==> src/rtl/mgmt_rx_drain_sequencer_pkg.sv <==
// Shared definitions for the management RX FIFO drain engine: register map,
// drain/APB state encodings and a saturating counter helper.
package mgmt_rx_drain_sequencer_pkg;

    localparam logic [11:0] REG_RX_BUF = 12'h000;
    localparam logic [11:0] REG_RX_POP = 12'h0ff8;
    localparam logic [11:0] REG_RX_LEN = 12'h0ffc;

    typedef enum logic [2:0] {
        IDLE, RD_LEN, RD_DATA, EMIT, POP, SETTLE, ABORT
    } drain_state_t;

    typedef enum logic [1:0] {
        APB_IDLE, APB_SETUP, APB_ACCESS
    } apb_state_t;

    function automatic logic [31:0] sat_inc(input logic [31:0] v);
        return (v == 32'hffff_ffff) ? v : v + 32'd1;
    endfunction

endpackage

==> src/rtl/mgmt_rx_drain_sequencer_if.sv <==
// APB bus between the drain engine (requester) and the RX FIFO (completer).
// Handshake: a transfer is psel=1,penable=0 for one cycle, then psel=1,penable=1
// until pready=1; paddr/pwrite/pwdata hold for the whole transfer.
interface mgmt_rx_drain_sequencer_if #(
    parameter int DATA_WIDTH = 16,
    parameter int ADDR_WIDTH = 12
);
    logic                  psel;
    logic                  penable;
    logic                  pwrite;
    logic [ADDR_WIDTH-1:0] paddr;
    logic [DATA_WIDTH-1:0] pwdata;
    logic [DATA_WIDTH-1:0] prdata;
    logic                  pready;
    logic                  pslverr;

    modport requester (output psel, penable, pwrite, paddr, pwdata,
                       input  prdata, pready, pslverr);
    modport completer (input  psel, penable, pwrite, paddr, pwdata,
                       output prdata, pready, pslverr);
    modport master    (output psel, penable, pwrite, paddr, pwdata,
                       input  prdata, pready, pslverr);
    modport slave     (input  psel, penable, pwrite, paddr, pwdata,
                       output prdata, pready, pslverr);
endinterface

==> src/rtl/mgmt_rx_drain_sequencer_apb_single_requester.sv <==
// Single-outstanding APB requester: start is sampled only when idle, so a caller
// may hold it high; done pulses in the cycle the completer raises pready.
module apb_single_requester
    import mgmt_rx_drain_sequencer_pkg::*;
(
    input  logic        clk,
    input  logic        rst_n,
    input  logic        start,
    input  logic        write,
    input  logic [11:0] addr,
    input  logic [15:0] wdata,
    output logic        done,
    output logic [15:0] rdata,
    output logic        err,
    output logic        busy,
    output apb_state_t  state,
    mgmt_rx_drain_sequencer_if.requester apb
);
    apb_state_t state_q, state_d;

    always_comb begin
        state_d = state_q;
        case (state_q)
            APB_IDLE:   if (start) state_d = APB_SETUP;
            APB_SETUP:  state_d = APB_ACCESS;
            APB_ACCESS: if (apb.pready) state_d = APB_IDLE;
            default:    state_d = APB_IDLE;
        endcase
    end

    // Bus outputs are registered from the next state so psel drops right after
    // pready, guaranteeing at least one idle cycle before the next setup.
    always_ff @(posedge clk or negedge rst_n) begin
        if (!rst_n) begin
            state_q     <= APB_IDLE;
            apb.psel    <= 1'b0;
            apb.penable <= 1'b0;
            apb.pwrite  <= 1'b0;
            apb.paddr   <= '0;
            apb.pwdata  <= '0;
        end else begin
            state_q     <= state_d;
            apb.psel    <= (state_d != APB_IDLE);
            apb.penable <= (state_d == APB_ACCESS);
            if (state_q == APB_IDLE && start) begin
                apb.pwrite <= write;
                apb.paddr  <= addr;
                apb.pwdata <= write ? wdata : 16'h0;
            end
        end
    end

    assign done  = (state_q == APB_ACCESS) && apb.pready;
    assign rdata = apb.prdata;
    assign err   = done && apb.pslverr;
    assign busy  = (state_q != APB_IDLE);
    assign state = state_q;

endmodule

==> src/rtl/mgmt_rx_drain_sequencer.sv <==
// Autonomous RX FIFO drain: reads a frame length, burst-reads its halfwords onto
// a 16-bit valid/ready stream (word held until out_ready), then pops the frame.
module mgmt_rx_drain_sequencer
    import mgmt_rx_drain_sequencer_pkg::*;
#(
    parameter int          MAX_FRAME_LEN   = 1536,
    parameter logic [11:0] REG_RX_POP_ADDR = REG_RX_POP,
    parameter logic [11:0] REG_RX_LEN_ADDR = REG_RX_LEN
) (
    input  logic         pclk,
    input  logic         preset_n,
    mgmt_rx_drain_sequencer_if.requester apb,
    input  logic         rx_frame_ready,
    input  logic         eth_link_up,
    input  logic         enable,
    output logic         out_valid,
    input  logic         out_ready,
    output logic [15:0]  out_data,
    output logic         out_bytes,
    output logic         out_start,
    output logic         out_last,
    output logic         out_abort,
    output logic [31:0]  frames_forwarded,
    output logic [31:0]  frames_dropped,
    output logic         busy,
    output drain_state_t dbg_state,
    output apb_state_t   dbg_apb_state
);
    localparam logic [10:0] MAX_LEN = 11'(MAX_FRAME_LEN);

    drain_state_t state_q, state_d;
    logic [10:0]  remaining_q;
    logic [11:0]  addr_q;
    logic [15:0]  hold_q;
    logic         first_q, fwd_ok_q, link_abort_q, drop_done_q;

    logic         xfer_start, xfer_write, xfer_done, xfer_err, xfer_busy;
    logic [11:0]  xfer_addr;
    logic [15:0]  xfer_rdata;
    logic         start_frame, ld_len, ld_data, step, go_abort, abort_link;
    logic         inc_drop, inc_fwd;

    wire [10:0] len_rx    = xfer_rdata[10:0];
    wire        len_bad   = (len_rx == 11'd0) || (len_rx > MAX_LEN);
    wire        word_last = (remaining_q <= 11'd2);
    // Link loss is acted on only once no APB transfer is left in flight.
    wire        link_lost = !eth_link_up && (xfer_done || !xfer_busy);

    apb_single_requester u_apb (
        .clk   (pclk),
        .rst_n (preset_n),
        .start (xfer_start),
        .write (xfer_write),
        .addr  (xfer_addr),
        .wdata (16'h0),
        .done  (xfer_done),
        .rdata (xfer_rdata),
        .err   (xfer_err),
        .busy  (xfer_busy),
        .state (dbg_apb_state),
        .apb   (apb)
    );

    always_comb begin
        state_d     = state_q;
        xfer_start  = 1'b0;
        xfer_write  = 1'b0;
        xfer_addr   = addr_q;
        start_frame = 1'b0;
        ld_len      = 1'b0;
        ld_data     = 1'b0;
        step        = 1'b0;
        go_abort    = 1'b0;
        abort_link  = 1'b0;
        inc_drop    = 1'b0;
        inc_fwd     = 1'b0;
        case (state_q)
            IDLE: if (enable && eth_link_up && rx_frame_ready) begin
                start_frame = 1'b1;
                state_d     = RD_LEN;
            end
            RD_LEN: begin
                xfer_start = eth_link_up;
                xfer_addr  = REG_RX_LEN_ADDR;
                if (xfer_done && eth_link_up) begin
                    if (xfer_err || len_bad) begin
                        inc_drop = 1'b1;
                        state_d  = POP;
                    end else begin
                        ld_len  = 1'b1;
                        state_d = RD_DATA;
                    end
                end else if (link_lost) begin
                    inc_drop = 1'b1;
                    state_d  = IDLE;
                end
            end
            RD_DATA: begin
                xfer_start = eth_link_up;
                if (xfer_done && eth_link_up) begin
                    if (xfer_err) begin
                        inc_drop = 1'b1;
                        go_abort = 1'b1;
                        state_d  = ABORT;
                    end else begin
                        ld_data = 1'b1;
                        state_d = EMIT;
                    end
                end else if (link_lost) begin
                    inc_drop = 1'b1;
                    if (!first_q) begin
                        go_abort   = 1'b1;
                        abort_link = 1'b1;
                        state_d    = ABORT;
                    end else begin
                        state_d = IDLE;
                    end
                end
            end
            EMIT: if (out_ready) begin
                step = 1'b1;
                if (!eth_link_up) begin
                    inc_drop = 1'b1;
                    if (word_last) begin
                        state_d = IDLE;
                    end else begin
                        go_abort   = 1'b1;
                        abort_link = 1'b1;
                        state_d    = ABORT;
                    end
                end else begin
                    state_d = word_last ? POP : RD_DATA;
                end
            end
            ABORT: if (out_ready) begin
                if (link_abort_q || !eth_link_up) begin
                    inc_drop = 1'b1;
                    state_d  = IDLE;
                end else begin
                    state_d = POP;
                end
            end
            POP: begin
                xfer_start = eth_link_up;
                xfer_write = 1'b1;
                xfer_addr  = REG_RX_POP_ADDR;
                if (xfer_done && eth_link_up) begin
                    inc_fwd = fwd_ok_q;
                    state_d = SETTLE;
                end else if (link_lost) begin
                    inc_drop = 1'b1;
                    state_d  = IDLE;
                end
            end
            SETTLE:  state_d = IDLE;
            default: state_d = IDLE;
        endcase
    end

    // drop_done_q keeps a frame from being counted twice when link loss follows an error.
    always_ff @(posedge pclk or negedge preset_n) begin
        if (!preset_n) begin
            state_q          <= IDLE;
            remaining_q      <= '0;
            addr_q           <= '0;
            hold_q           <= '0;
            first_q          <= 1'b0;
            fwd_ok_q         <= 1'b0;
            link_abort_q     <= 1'b0;
            drop_done_q      <= 1'b0;
            frames_forwarded <= '0;
            frames_dropped   <= '0;
        end else begin
            state_q <= state_d;
            if (start_frame) begin
                drop_done_q <= 1'b0;
                fwd_ok_q    <= 1'b0;
            end
            if (ld_len) begin
                remaining_q <= len_rx;
                addr_q      <= '0;
                first_q     <= 1'b1;
            end
            if (ld_data)
                hold_q <= (remaining_q == 11'd1) ? {xfer_rdata[15:8], 8'h00} : xfer_rdata;
            if (step) begin
                remaining_q <= remaining_q - (word_last ? remaining_q : 11'd2);
                addr_q      <= addr_q + 12'd2;
                first_q     <= 1'b0;
                if (word_last) fwd_ok_q <= 1'b1;
            end
            if (go_abort) link_abort_q <= abort_link;
            if (inc_drop && !drop_done_q) begin
                frames_dropped <= sat_inc(frames_dropped);
                drop_done_q    <= 1'b1;
            end
            if (inc_fwd) frames_forwarded <= sat_inc(frames_forwarded);
        end
    end

    assign out_valid = (state_q == EMIT) || (state_q == ABORT);
    assign out_data  = (state_q == EMIT) ? hold_q : 16'h0;
    assign out_bytes = (state_q == EMIT) && (remaining_q == 11'd1);
    assign out_start = out_valid && first_q;
    assign out_last  = (state_q == ABORT) || ((state_q == EMIT) && word_last);
    assign out_abort = (state_q == ABORT);
    assign busy      = (state_q != IDLE);
    assign dbg_state = state_q;

endmodule

==> src/flat_wrapper.sv <==
// flat-port wrapper written by rule: the top's interface ports become plain ports
module mgmt_rx_drain_sequencer_flat import mgmt_rx_drain_sequencer_pkg::*;
#(
    parameter int          MAX_FRAME_LEN   = 1536,
    parameter logic [11:0] REG_RX_POP_ADDR = REG_RX_POP,
    parameter logic [11:0] REG_RX_LEN_ADDR = REG_RX_LEN
)
  (pclk, preset_n, rx_frame_ready, eth_link_up, enable, out_valid, out_ready, out_data, out_bytes, out_start, out_last, out_abort, frames_forwarded, frames_dropped, busy, dbg_state, dbg_apb_state, apb_psel, apb_penable, apb_pwrite, apb_paddr, apb_pwdata, apb_prdata, apb_pready, apb_pslverr);
  mgmt_rx_drain_sequencer_if #(.DATA_WIDTH(16), .ADDR_WIDTH(12)) apb_i ();
  input  logic pclk;
  input  logic preset_n;
  input  logic rx_frame_ready;
  input  logic eth_link_up;
  input  logic enable;
  output logic out_valid;
  input  logic out_ready;
  output logic [15:0] out_data;
  output logic out_bytes;
  output logic out_start;
  output logic out_last;
  output logic out_abort;
  output logic [31:0] frames_forwarded;
  output logic [31:0] frames_dropped;
  output logic busy;
  output drain_state_t dbg_state;
  output apb_state_t dbg_apb_state;
  output wire logic [$bits(apb_i.psel)-1:0] apb_psel;
  output wire logic [$bits(apb_i.penable)-1:0] apb_penable;
  output wire logic [$bits(apb_i.pwrite)-1:0] apb_pwrite;
  output wire logic [$bits(apb_i.paddr)-1:0] apb_paddr;
  output wire logic [$bits(apb_i.pwdata)-1:0] apb_pwdata;
  input wire logic [$bits(apb_i.prdata)-1:0] apb_prdata;
  input wire logic [$bits(apb_i.pready)-1:0] apb_pready;
  input wire logic [$bits(apb_i.pslverr)-1:0] apb_pslverr;
  assign apb_psel = apb_i.psel;
  assign apb_penable = apb_i.penable;
  assign apb_pwrite = apb_i.pwrite;
  assign apb_paddr = apb_i.paddr;
  assign apb_pwdata = apb_i.pwdata;
  assign apb_i.prdata = apb_prdata;
  assign apb_i.pready = apb_pready;
  assign apb_i.pslverr = apb_pslverr;
  mgmt_rx_drain_sequencer #(.MAX_FRAME_LEN(MAX_FRAME_LEN), .REG_RX_POP_ADDR(REG_RX_POP_ADDR), .REG_RX_LEN_ADDR(REG_RX_LEN_ADDR)) u_core (.pclk(pclk), .preset_n(preset_n), .apb(apb_i), .rx_frame_ready(rx_frame_ready), .eth_link_up(eth_link_up), .enable(enable), .out_valid(out_valid), .out_ready(out_ready), .out_data(out_data), .out_bytes(out_bytes), .out_start(out_start), .out_last(out_last), .out_abort(out_abort), .frames_forwarded(frames_forwarded), .frames_dropped(frames_dropped), .busy(busy), .dbg_state(dbg_state), .dbg_apb_state(dbg_apb_state));
endmodule
==> config.mk <==
export PLATFORM = sky130hd
export DESIGN_NAME = mgmt_rx_drain_sequencer_flat
export DESIGN_NICKNAME = d
export VERILOG_FILES = /design/src/rtl/mgmt_rx_drain_sequencer_pkg.sv /design/src/rtl/mgmt_rx_drain_sequencer_if.sv /design/src/rtl/mgmt_rx_drain_sequencer_apb_single_requester.sv /design/src/rtl/mgmt_rx_drain_sequencer.sv /design/src/flat_wrapper.sv
export SDC_FILE = /design/constraint.sdc
export NUM_CORES = 1
export LEC_CHECK = 0
export BUFFER_PORTS_ARGS = -buffer_cell sky130_fd_sc_hd__buf_2
export CAP_MARGIN = 30
export CORE_MARGIN = 2
export CORE_UTILIZATION = 34
export DETAILED_ROUTE_END_ITERATION = 8
export HOLD_SLACK_MARGIN = 0.05
export PLACE_DENSITY_LB_ADDON = 0.3
export SLEW_MARGIN = 20
export SYNTH_ARGS = -nofsm -noshare
export SYNTH_HDL_FRONTEND = slang
export SYNTH_HIERARCHICAL = 1
export SYNTH_SLANG_ARGS = --single-unit
==> constraint.sdc <==
create_clock -name pclk -period 3.7 [get_ports pclk]
set_clock_uncertainty 0.05 [all_clocks]
set_input_delay 0.74 -clock pclk [delete_from_list [all_inputs] [get_ports pclk]]
set_output_delay 0.74 -clock pclk [all_outputs]
set_load 0.005 [all_outputs]
==> summary.md, run 1 <==
| Metric | Value |
|---|---|
| Sink Count | 142 |
| Grt met3 use | about 4.1% |
| Cells after DPL | ~1,100 |
| Crit path DAT | approximately 2.1 ns |
| H-tree levels | 4 |
| Worst-path clk slew | about 0.060 ns |
| Routed WL | 17.1 mm |
| Clock power frac | 36.0% |
| Starting Density | 34.6% |
| Synth Flop Type | dfrtp_1 |
| RePlAce Congestion | roughly 0.83 |
| Clk_lat worst skew | ~0.42 ns |
| Proportion of layout cells with a drive suffix above 1 | between 20% and 30% |
| Clock Tree Buf Depth | 2 |
| Worst VDD drop | about 0.3 mV |
| Type of origin of the critical path | flop |
| Final TNS setup | 0 ns |
| Post-DRT Antenna Nets | 0 |
| TritonCTS Buffers | 17 |
| Power Internal | 3480 uW |
| Kind of cell adding the most delay to the critical path | flip-flops |
| Max Freq | about 0.34 GHz |
| Distinct cells, synth | 65 |
| Ys Warns | 6 |
| Number of global-route vias before repair | about 5,400 |
| CP startpoint | u_core/dbg_state[1] |
| Combinational share of power | around a quarter |
| Number of synthesized flops with an enable pin | 0 |
| Row count | 53 |
| Vias | about 5,600 |
| I/O pin cnt | 146 |
| Number of remaining DRC errors | 0 |
| Final clock period utilization by the worst path | 79.2% |
| Layout Nets | 882 |
| Global-route wire length before repair | 28.2 mm |
| Synth top area share | about half |
| Drt wl/cell | around 15 um |
| CP Cell Sequence | inv_1 -> nor2_1 -> buf_4 -> and2_1 -> buf_2 |
| Cells after synthesis | ~700 |
| Die span in y | between 150 and 200 um |
| Layout overhead on the synthesized area | 22.2% |
| Slowest stage cell, crit path | dfrtp_1 |
| Hold Path Class | in2async |
| DP HPWL | 12.1 mm |
| Largest net degree at the start of global routing | 73 |
| CP Class | reg2out |
| Final non-filler cell total | between 1,000 and 1,500 |
| Die width | between 150 and 200 um |
| Critical-path maximum fanout | 20 |
| Core Area | 21,000 sq um |
| Final min period | between 2 and 3 ns |
| Antenna violations before repair | 2 |
| Crit path capture type | primary output |
| Vias/cell | about 5 |
| PD cells | ~570 nW/um^2 |
| Worst-Margin Slew | 0.804 ns |
| Die area | 22,600 sq um |
| RSZ-0062 raised after global routing | false |
| Sw power | ~1600 uW |
| M2 GR Usage | ~23% |
| First DRT Iteration DRCs | roughly 240 |
| CP peak stage delay | about 0.74 ns |
| CTS tree | built |
| Fin. max-slew vios | 0 |
| Top cells by count, synth | 142 x dfrtp_1, 70 x nand2_1, 47 x nor2_1 |
| Final hold vios | 0 |
| Reg power frac | between 40% and 50% |
| Area leader, netlist | dfrtp_1 |
| WP data required | slightly below 3 ns |
| Post-synth ARST share | 100% |
| Port Buffer Count | between 100 and 150 |
| Max-Cap Viols | 0 |
| Worst flop-to-flop path startpoint | u_core/u_apb/state[0] |
| Leak | around 0.0045 uW |
| Avg Inst Size Synth | 10.4 sq um |
| Root Buffer | clkbuf_16 |
| Status | finished clean |
| Slew margin rel. | roughly 46% |
| Post-cts gate resize count | 0 |
| Sequential share of the synthesized area | between 40% and 50% |
| Most used routing layer in global routing | met1 |
| Yosys reg bits | around 140 |
| Routing usage on met1 | approximately 23% |
| TritonRoute pass-1 iters | 5 |
| Hold Buf Count CTS | 0 |
| Mapped Area | 7280 sq um |
| Top-count cell post-synth | dfrtp_1 |
| Post-CTS setup buffer count | 0 |
| WP buf/inv | 3 |
| Net Sw Frac | a little under a third |
| Synth top area cells | dfrtp_1 49%, xor2_1 4.5%, nand2_1 3.6%, mux2_2 3.6%, xnor2_1 3.4% |
| Grt total ovfl | 0 |
| Final setup vio count | 0 |
| Total Routing Usage GR | roughly 16% |
per-stage QoR:
step	hold slack [ns]	area, sq um	setup WS (ns)	power [uW]	util, %
2_1_floorplan	0.394	7340	1.20	2860	-
3_3_place_gp	0.412	8270	0.695	3260	39.3
3_5_place_dp	0.416	8270	0.663	3270	39.3
4_1_cts	0.296	8890	0.704	5120	42.3
5_1_grt	0.313	8890	0.488	5360	42.3
6_report	0.270	8900	0.768	5040	42.3
kinds of logic after synthesis:
group	Yosys count	synth area share [%]
simple gates	301	24.4
compound gates	81	7.37
flops	142	48.8
xor+xnor	65	7.82
buf+inv	64	4.62
other cells	2	0.103
fa+ha+maj	7	1.17
mux	39	5.76
state kept, by name, indices dropped and copies added (netlist names):
signal	count
u_core/u_apb/apb.pwrite	1
u_core/u_apb/state	2
u_core/remaining_q	11
u_core/u_apb/apb.psel	1
u_core/first_q	1
u_core/u_apb/apb.pwdata	16
u_core/link_abort_q	1
u_core/u_apb/apb.paddr	12
u_core/frames_forwarded	32
u_core/hold_q	16
u_core/drop_done_q	1
u_core/u_apb/apb.penable	1
u_core/dbg_state	3
u_core/fwd_ok_q	1
u_core/frames_dropped	32
u_core/addr_q	11
per-layer routing:
layer  wire (um)  up-vias  share of wire [%]
li1            -     2746                  -
met1        8420     2644                 49
met2        7440      151                 43
met3        1060       16                6.2
met4         192        0                1.1
met5           0        -                  0
path summary, 6_finish.rpt:
check | endpoint | slack, ns | cells after the start
max in group asynchronous | u_core/fwd_ok_q | 2.47 | 2
worst max-delay path | out_data[4] | 0.77 | 5
worst min-delay path | u_core/u_apb/apb.pwdata[14] | 0.27 | 1
worst max register to register | u_core/frames_dropped[1] | 0.93 | 8
min in group pclk | u_core/fwd_ok_q | 0.43 | 1
worst min register to register | u_core/fwd_ok_q | 0.43 | 1
power by group through the flow:
stage / clock network [uW] / registers, uW / logic [uW]
CTS: 1870 / 2030 / 1230
finish: 1810 / 2020 / 1200
floorplan: 0 / 1980 / 882
global route: 1940 / 2070 / 1350
global placement: 0 / 2040 / 1220
detailed placement: 0 / 2050 / 1220
layout by cell type, fill, tap and decap left out, types with 8 or more instances in the layout:
cell	instances
a21oi_1	13
xor2_1	37
nor3_1	16
conb_1	18
and3_1	13
o21ai_0	31
and4_1	12
or3_1	10
xnor2_1	28
nand4_1	18
buf_2	144
nand2_1	70
nor4_2	8
nand3_1	34
and2_1	22
a22o_1	11
inv_1	25
dfrtp_1	142
mux2i_1	16
clkbuf_16	17
nor2_1	46
nand2b_1	8
buf_4	9
mux2_2	23
final cells by class:
type / instances / area, sq um
flip-flops and latches: 142 / 3550
multi-input cells: 511 / 3460
inverters: 25 / 93.8
clock inverters: 14 / 193
clock buffers: 18 / 429
well taps: 275 / 344
fillers: 2049 / 12100
repair buffers: 155 / 820
diodes: 2 / 5.00
Power figures use the tool's default switching activity.
==> run 2: changes to the inputs <==
--- a/config.mk
+++ b/config.mk
@@ -5,6 +5,7 @@
 export SDC_FILE = /design/constraint.sdc
 export NUM_CORES = 1
 export LEC_CHECK = 0
+export ABC_AREA = 1
 export BUFFER_PORTS_ARGS = -buffer_cell sky130_fd_sc_hd__buf_2
 export CAP_MARGIN = 30
 export CORE_MARGIN = 2
==> constraint.sdc (replaced) <==
create_clock -name pclk -period 2.65 [get_ports pclk]
set_clock_uncertainty 0.05 [all_clocks]
set_input_delay 0.53 -clock pclk [delete_from_list [all_inputs] [get_ports pclk]]
set_output_delay 0.53 -clock pclk [all_outputs]
set_load 0.005 [all_outputs]
==> summary.md, run 2 <==
| Metric | Value |
|---|---|
| Largest registers | u_core/frames_dropped: 32 flops, u_core/frames_forwarded: 32 flops |
| Avg Inst Size Synth | 7.37 sq um |
| Layout Nets | 1,351 |
| CTS tree | built |
| Yosys reg bits | about 140 |
| Port Buffer Count | 145 |
| Post-synth ARST share | 100% |
| Number of fill cells | ~2,700 |
| Clk_lat worst skew | around 0.43 ns |
| Core Area | 25,100 sq um |
| Final TNS setup | 0 ns |
| Synth top area cells | dfrtp_1 41%, nand2_1 15%, nand3_1 5.0%, inv_1 4.9%, nor2_1 4.4% |
| Die width | between 150 and 200 um |
| Max-Cap Viols | 0 |
| Routed WL | 23.2 mm |
| Top-count cell post-synth | nand2_1 |
| Root Buffer | clkbuf_16 |
| Fin. max-slew vios | 0 |
| Final non-filler cell total | around 1,700 |
| Status | finished clean |
| Type of origin of the critical path | flop |
| Global-route wire length before repair | between 30 and 40 mm |
| First DRT Iteration DRCs | ~520 |
| Final clock period utilization by the worst path | a little over 90% |
| Cells after DPL | around 1,600 |
| Grt met3 use | roughly 2.5% |
| Antenna cells | 0 |
| Routing usage on met1 | between 20% and 30% |
| Largest net degree at the start of global routing | 61 |
| Largest family of logic cells by synthesized area | simple AND/OR/NAND/NOR gates |
| Clock Tree Buf Depth | 2 |
| Synth Area in Simple Gates | 37.4% |
| Layout overhead on the synthesized area | 18.3% |
| Most frequent cells in the layout | 345 x nand2_1, 144 x buf_2, 142 x dfrtp_1 |
| Final min period | 2.44 ns |
| Synth Area in Compound Gates | between 5 and 6% |
| Crit path capture type | primary output |
| Grt total ovfl | 0 |
| Proportion of layout cells with a drive suffix above 1 | about 22% |
| Drt wl/cell | between 10 and 15 um |
| Commonest non-fill, non-tap cell in the layout | nand2_1 |
| Slew margin rel. | roughly three fifths |
| CP Class | reg2out |
| Post-synthesis adder-cell area fraction | 0.868% |
| TritonCTS Buffers | 17 |
| Sink Count | between 100 and 150 |
| PD cells | 703 nW/um^2 |
| I/O pin cnt | roughly 150 |
| Crit path DAT | between 1.5 and 2 ns |
| Die span in y | between 150 and 200 um |
| RSZ-0062 raised after global routing | false |
| H-tree levels | 4 |
| Critical-path maximum fanout | 4 |
| Final hold vios | 0 |
| Total Routing Usage GR | between 15 and 20% |
| CP peak stage delay | 0.41 ns |
| Post-CTS setup buffer count | 0 |
| Mux contribution to synthesized area | 0% |
| RePlAce Congestion | 0.912 |
| WP data required | approximately 2.1 ns |
| Cells after synthesis | about 1,200 |
| Max Freq | around 0.41 GHz |
| Vias | around 7,900 |
| Synth top area share | about two fifths |
| Worst VDD drop | about 0.46 mV |
| Final setup vio count | 0 |
| Distinct cells, synth | between 40 and 50 |
| TritonRoute pass-1 iters | 7 |
| Most used routing layer in global routing | met2 |
| Number of global-route vias before repair | between 7,000 and 8,000 |
| CP Cell Sequence | nor2_2 -> nand2_1 -> nor4b_1 -> clkinv_1 -> nor2_1 -> buf_2 |
| Row count | between 50 and 60 |
| Top cells by count, synth | 345 x nand2_1, 142 x dfrtp_1, 114 x inv_1 |
| Sequential share of the synthesized area | 41.1% |
| Hold Path Class | in2reg |
| Starting Density | 34.5% |
| Vias/cell | about 4.8 |
| Slowest stage cell, crit path | dfrtp_1 |
| Antenna violations before repair | 0 |
| Worst-path clk slew | about 0.06 ns |
| Number of synthesized flops with an enable pin | 0 |
| Synth Flop Type | dfrtp_1 |
| Die area | about 27,000 sq um |
| Area leader, netlist | dfrtp_1 |
| DP HPWL | about 17 mm |
| Post-DRT Antenna Nets | 0 |
| Number of remaining DRC errors | 0 |
| Mapped Area | 8650 sq um |
| Leak | around 0.0054 uW |
| XOR/XNOR share of the synthesized area | under 10% |
| Ys Warns | 6 |
| Worst-Margin Slew | roughly 0.59 ns |
| M2 GR Usage | approximately 29% |
[run 2: cell types whose count changed after synthesis, moves of 13 or more]
cell | previous run | this run
nand2_1 | 70 | 345
inv_1 | 25 | 114
nor2_1 | 47 | 102
nand3_1 | 34 | 87
nand2_2 | 0 | 51
nand4_1 | 18 | 44
mux2_2 | 23 | 0
and2_1 | 22 | 0
xnor2_1 | 28 | 10
o21ai_0 | 31 | 48
inv_2 | 0 | 16
mux2i_1 | 16 | 0
o21ai_1 | 0 | 16
and3_1 | 13 | 0
[run 2: layout make-up]
cell class	instances	area (sq um)	share of cell area, %
inverters	132	495	4.84
clock inverters	13	104	1.01
well taps	330	413	4.03
clock buffers	19	453	4.43
flip-flops and latches	142	3550	34.7
multi-input cells	861	4290	41.9
repair buffers	167	925	9.04
[run 2: kinds of logic after synthesis]
logic type	after synthesis
DFF	142
xor gates and xnor gates	47
adders and majority gates	6
other	2
buffers and inverters	187
AOI/OAI and AO/OA	91
and+or+nand+nor	699
[run 2: power breakdown]
group / switching (uW) / total [uW] / internal (uW) / leakage (uW)
Clock: 1030 / 2300 / 1260 / 0.000271
Combinational: 1340 / 2000 / 664 / 0.00333
Sequential: 304 / 2890 / 2590 / 0.00177
[run 2: worst max-delay path: cells and delay by family, from the launching register on]
kind                   cells  cell delay, ns
buffers and inverters      2            0.27
flip-flops                 1            0.41
AND/OR/NAND/NOR            4            0.76
[run 2: path summary, 6_finish.rpt]
path / slack [ns] / depth (start not counted) / start / end
max: 0.21 / 6 / u_core/remaining_q[2] / out_bytes
max in group asynchronous: 1.39 / 3 / preset_n / u_core/frames_forwarded[22]
min: 0.27 / 3 / apb_prdata[11] / u_core/hold_q[11]
min in group asynchronous: 0.50 / 2 / preset_n / u_core/hold_q[7]
max reg2reg: 0.38 / 10 / u_core/frames_dropped[0] / u_core/frames_dropped[17]
min reg2reg: 0.42 / 2 / u_core/u_apb/apb.pwdata[15] / u_core/u_apb/apb.pwdata[15]
[run 2: metal layers]
metal / up-vias / wire, um
li1: 4026 / -
met1: 3709 / 11000
met2: 169 / 10900
met3: 22 / 932
met4: 0 / 347
met5: - / 0
[run 2: metrics by stage]
stage,cell area [sq um],utilization [%],hold WS (ns),worst slack [ns],total power [uW]
6_report,10200,40.8,0.266,0.213,7200
5_1_grt,10200,40.8,0.270,0.0589,7720
4_1_cts,10200,40.7,0.253,0.120,7290
3_5_place_dp,9660,38.5,0.378,0.239,4950
3_3_place_gp,9660,38.5,0.380,0.295,4910
2_1_floorplan,8710,-,0.184,0.696,4360
[run 2: repair_timing]
action / in CTS / in global routing
resized for setup: 0 / 2
hold buffers: 1 / 0
endpoints found under the hold margin: 28 / 0
setup endpoints to repair: 0 / 2
==> run 3: changes to the inputs <==
--- a/config.mk
+++ b/config.mk
@@ -5,11 +5,11 @@
 export SDC_FILE = /design/constraint.sdc
 export NUM_CORES = 1
 export LEC_CHECK = 0
-export ABC_AREA = 1
 export BUFFER_PORTS_ARGS = -buffer_cell sky130_fd_sc_hd__buf_2
 export CAP_MARGIN = 30
 export CORE_MARGIN = 2
 export CORE_UTILIZATION = 34
+export CTS_CLUSTER_SIZE = 25
 export DETAILED_ROUTE_END_ITERATION = 8
 export HOLD_SLACK_MARGIN = 0.05
 export PLACE_DENSITY_LB_ADDON = 0.3
==> summary.md, run 3 (synthesis results as in run 1) <==
| Metric | Value |
|---|---|
| Post-DRT Antenna Nets | 0 |
| Die width | 150 um |
| Number of fill cells | about 2,000 |
| PD cells | between 700 and 800 nW/um^2 |
| Commonest non-fill, non-tap cell in the layout | buf_2 |
| Final hold vios | 0 |
| Largest registers | u_core/frames_dropped: 32 flops, u_core/frames_forwarded: 32 flops |
| Slew margin rel. | 62.4% |
| Die area | 22,600 sq um |
| Vias | a little under 6,000 |
| Largest net degree at the start of global routing | 58 |
| Number of global-route vias before repair | 5,549 |
| Max-Cap Viols | 0 |
| Global-route wire length before repair | around 29 mm |
| Hold Path Class | in2reg |
| Routed WL | roughly 18 mm |
| Sink Count | around 140 |
| Final core utilization | between 40% and 50% |
| TritonRoute pass-1 iters | 4 |
| Area after DPL | about 8600 sq um |
| Total Routing Usage GR | between 10% and 20% |
| Grt total ovfl | 0 |
| CP Class | reg2out |
| Final min period | ~2.5 ns |
| Worst-path clk slew | roughly 0.06 ns |
| Status | finished clean |
| DP HPWL | approximately 13 mm |
| Critical-path maximum fanout | 5 |
| H-tree levels | 4 |
| Die span in y | around 150 um |
| Clk_lat worst skew | between 0.4 and 0.5 ns |
| Fin. max-slew vios | 0 |
| Layout Nets | roughly 900 |
| Root Buffer | clkbuf_16 |
| Final TNS setup | 0 ns |
| Number of remaining DRC errors | 0 |
| RePlAce Congestion | between 0.8 and 0.9 |
| Layout overhead on the synthesized area | 26.1% |
| Clock Tree Buf Depth | 2 |
| Worst VDD drop | ~0.44 mV |
| Type of origin of the critical path | flop |
| I/O pin cnt | 146 |
| Final clock period utilization by the worst path | 95.4% |
| Port Buffer Count | roughly 150 |
| Starting Density | between 30% and 40% |
| RSZ-0062 raised after global routing | false |
| Drt wl/cell | between 15 and 20 um |
| Crit path DAT | between 1.5 and 2 ns |
| Antenna violations before repair | 1 |
| Core Area | between 20,000 and 25,000 sq um |
| WP data required | approximately 2.1 ns |
| Final setup vio count | 0 |
| Leak | about 0.0047 uW |
| Proportion of layout cells with a drive suffix above 1 | a little under a third |
| First DRT Iteration DRCs | roughly 190 |
| Vias/cell | just under 5 |
| Fin area | between 9000 and 10,000 sq um |
| CTS tree | built |
| Max Freq | between 0.3 and 0.4 GHz |
| Row count | 53 |
| Most frequent cells in the layout | 144 x buf_2, 142 x dfrtp_1, 69 x nand2_1 |
| Post-CTS setup buffer count | 0 |
| Crit path capture type | primary output |
| Worst-Margin Slew | 0.564 ns |
| TritonCTS Buffers | 17 |
## run 3: changes by cell type in the layout (fill, tap and decap cells not counted), moves of 17 or more
cell     delta
o21ai_1    -17
nor2_1     -59
and2_1     +22
nand2_1   -276
xnor2_1    +18
nand2_2    -50
buf_4      +20
nand3_1    -53
nand4_1    -26
mux2_2     +23
inv_1      -89
## run 3: where the power goes
group          switching (uW)  internal (uW)
Clock                     967           1480
Combinational             998            920
Sequential                283           2500
Total                    2250           4910
## run 3: path summary, 6_finish.rpt
| kind | slack [ns] | start | endpoint | depth (start not counted) |
|---|---|---|---|---|
| worst min-delay path | 0.30 | apb_prdata[14] | u_core/hold_q[14] | 2 |
| worst min register to register | 0.43 | u_core/fwd_ok_q | u_core/fwd_ok_q | 1 |
| max in group asynchronous | 1.28 | preset_n | u_core/hold_q[2] | 3 |
| worst max-delay path | 0.12 | u_core/remaining_q[2] | out_last | 6 |
| worst max register to register | 0.18 | u_core/u_apb/state[0] | u_core/frames_dropped[1] | 8 |
| min in group asynchronous | 0.61 | preset_n | u_core/u_apb/apb.pwdata[14] | 2 |
## run 3: cell type report
class	count	area, sq um	share of cell area (%)
Sequential cell	142	3550	38.7
Multi-Input combinational cell	511	3480	37.9
Timing Repair Buffer	189	1110	12.1
Clock buffer	18	429	4.67
Tap cell	275	344	3.75
Clock inverter	13	164	1.79
Inverter	25	93.8	1.02
Antenna cell	1	2.50	0.0273
## run 3: through the flow
step                worst slack (ns)  power, uW  hold slack [ns]  std cells
global placement              0.0178       4710            0.411       1141
floorplan                      0.314       3990            0.184        717
global route                  0.0185       7610            0.273       1173
finish                         0.123       7150            0.297       1174
CTS                           0.0621       7240            0.276       1173
detailed placement           0.00147       4730            0.416       1141
## run 3: worst max-delay path, stage by stage, from the launching register on
cell and delay [ns]:
dfrtp_1 0.42, or3_1 0.39, nor2_2 0.18, nand2_2 0.12, o21a_1 0.18, nor2_1 0.09, buf_2 0.14
## run 3: layer usage
| layer | vias up | global-route usage [%] | share of wire [%] |
|---|---|---|---|
| li1 | 2820 | - | - |
| met1 | 2828 | 23.0 | 49 |
| met2 | 134 | 24.5 | 45 |
| met3 | 14 | 3.94 | 5.5 |
| met4 | 0 | 4.81 | 1.1 |
| met5 | - | 0 | 0 |
## run 3: what timing repair did
action,4_1_cts,5_1_grt
hold buffers,1,0
endpoints found under the setup margin,1,11
gates resized for setup,1,5
endpoints found under the hold margin,14,0
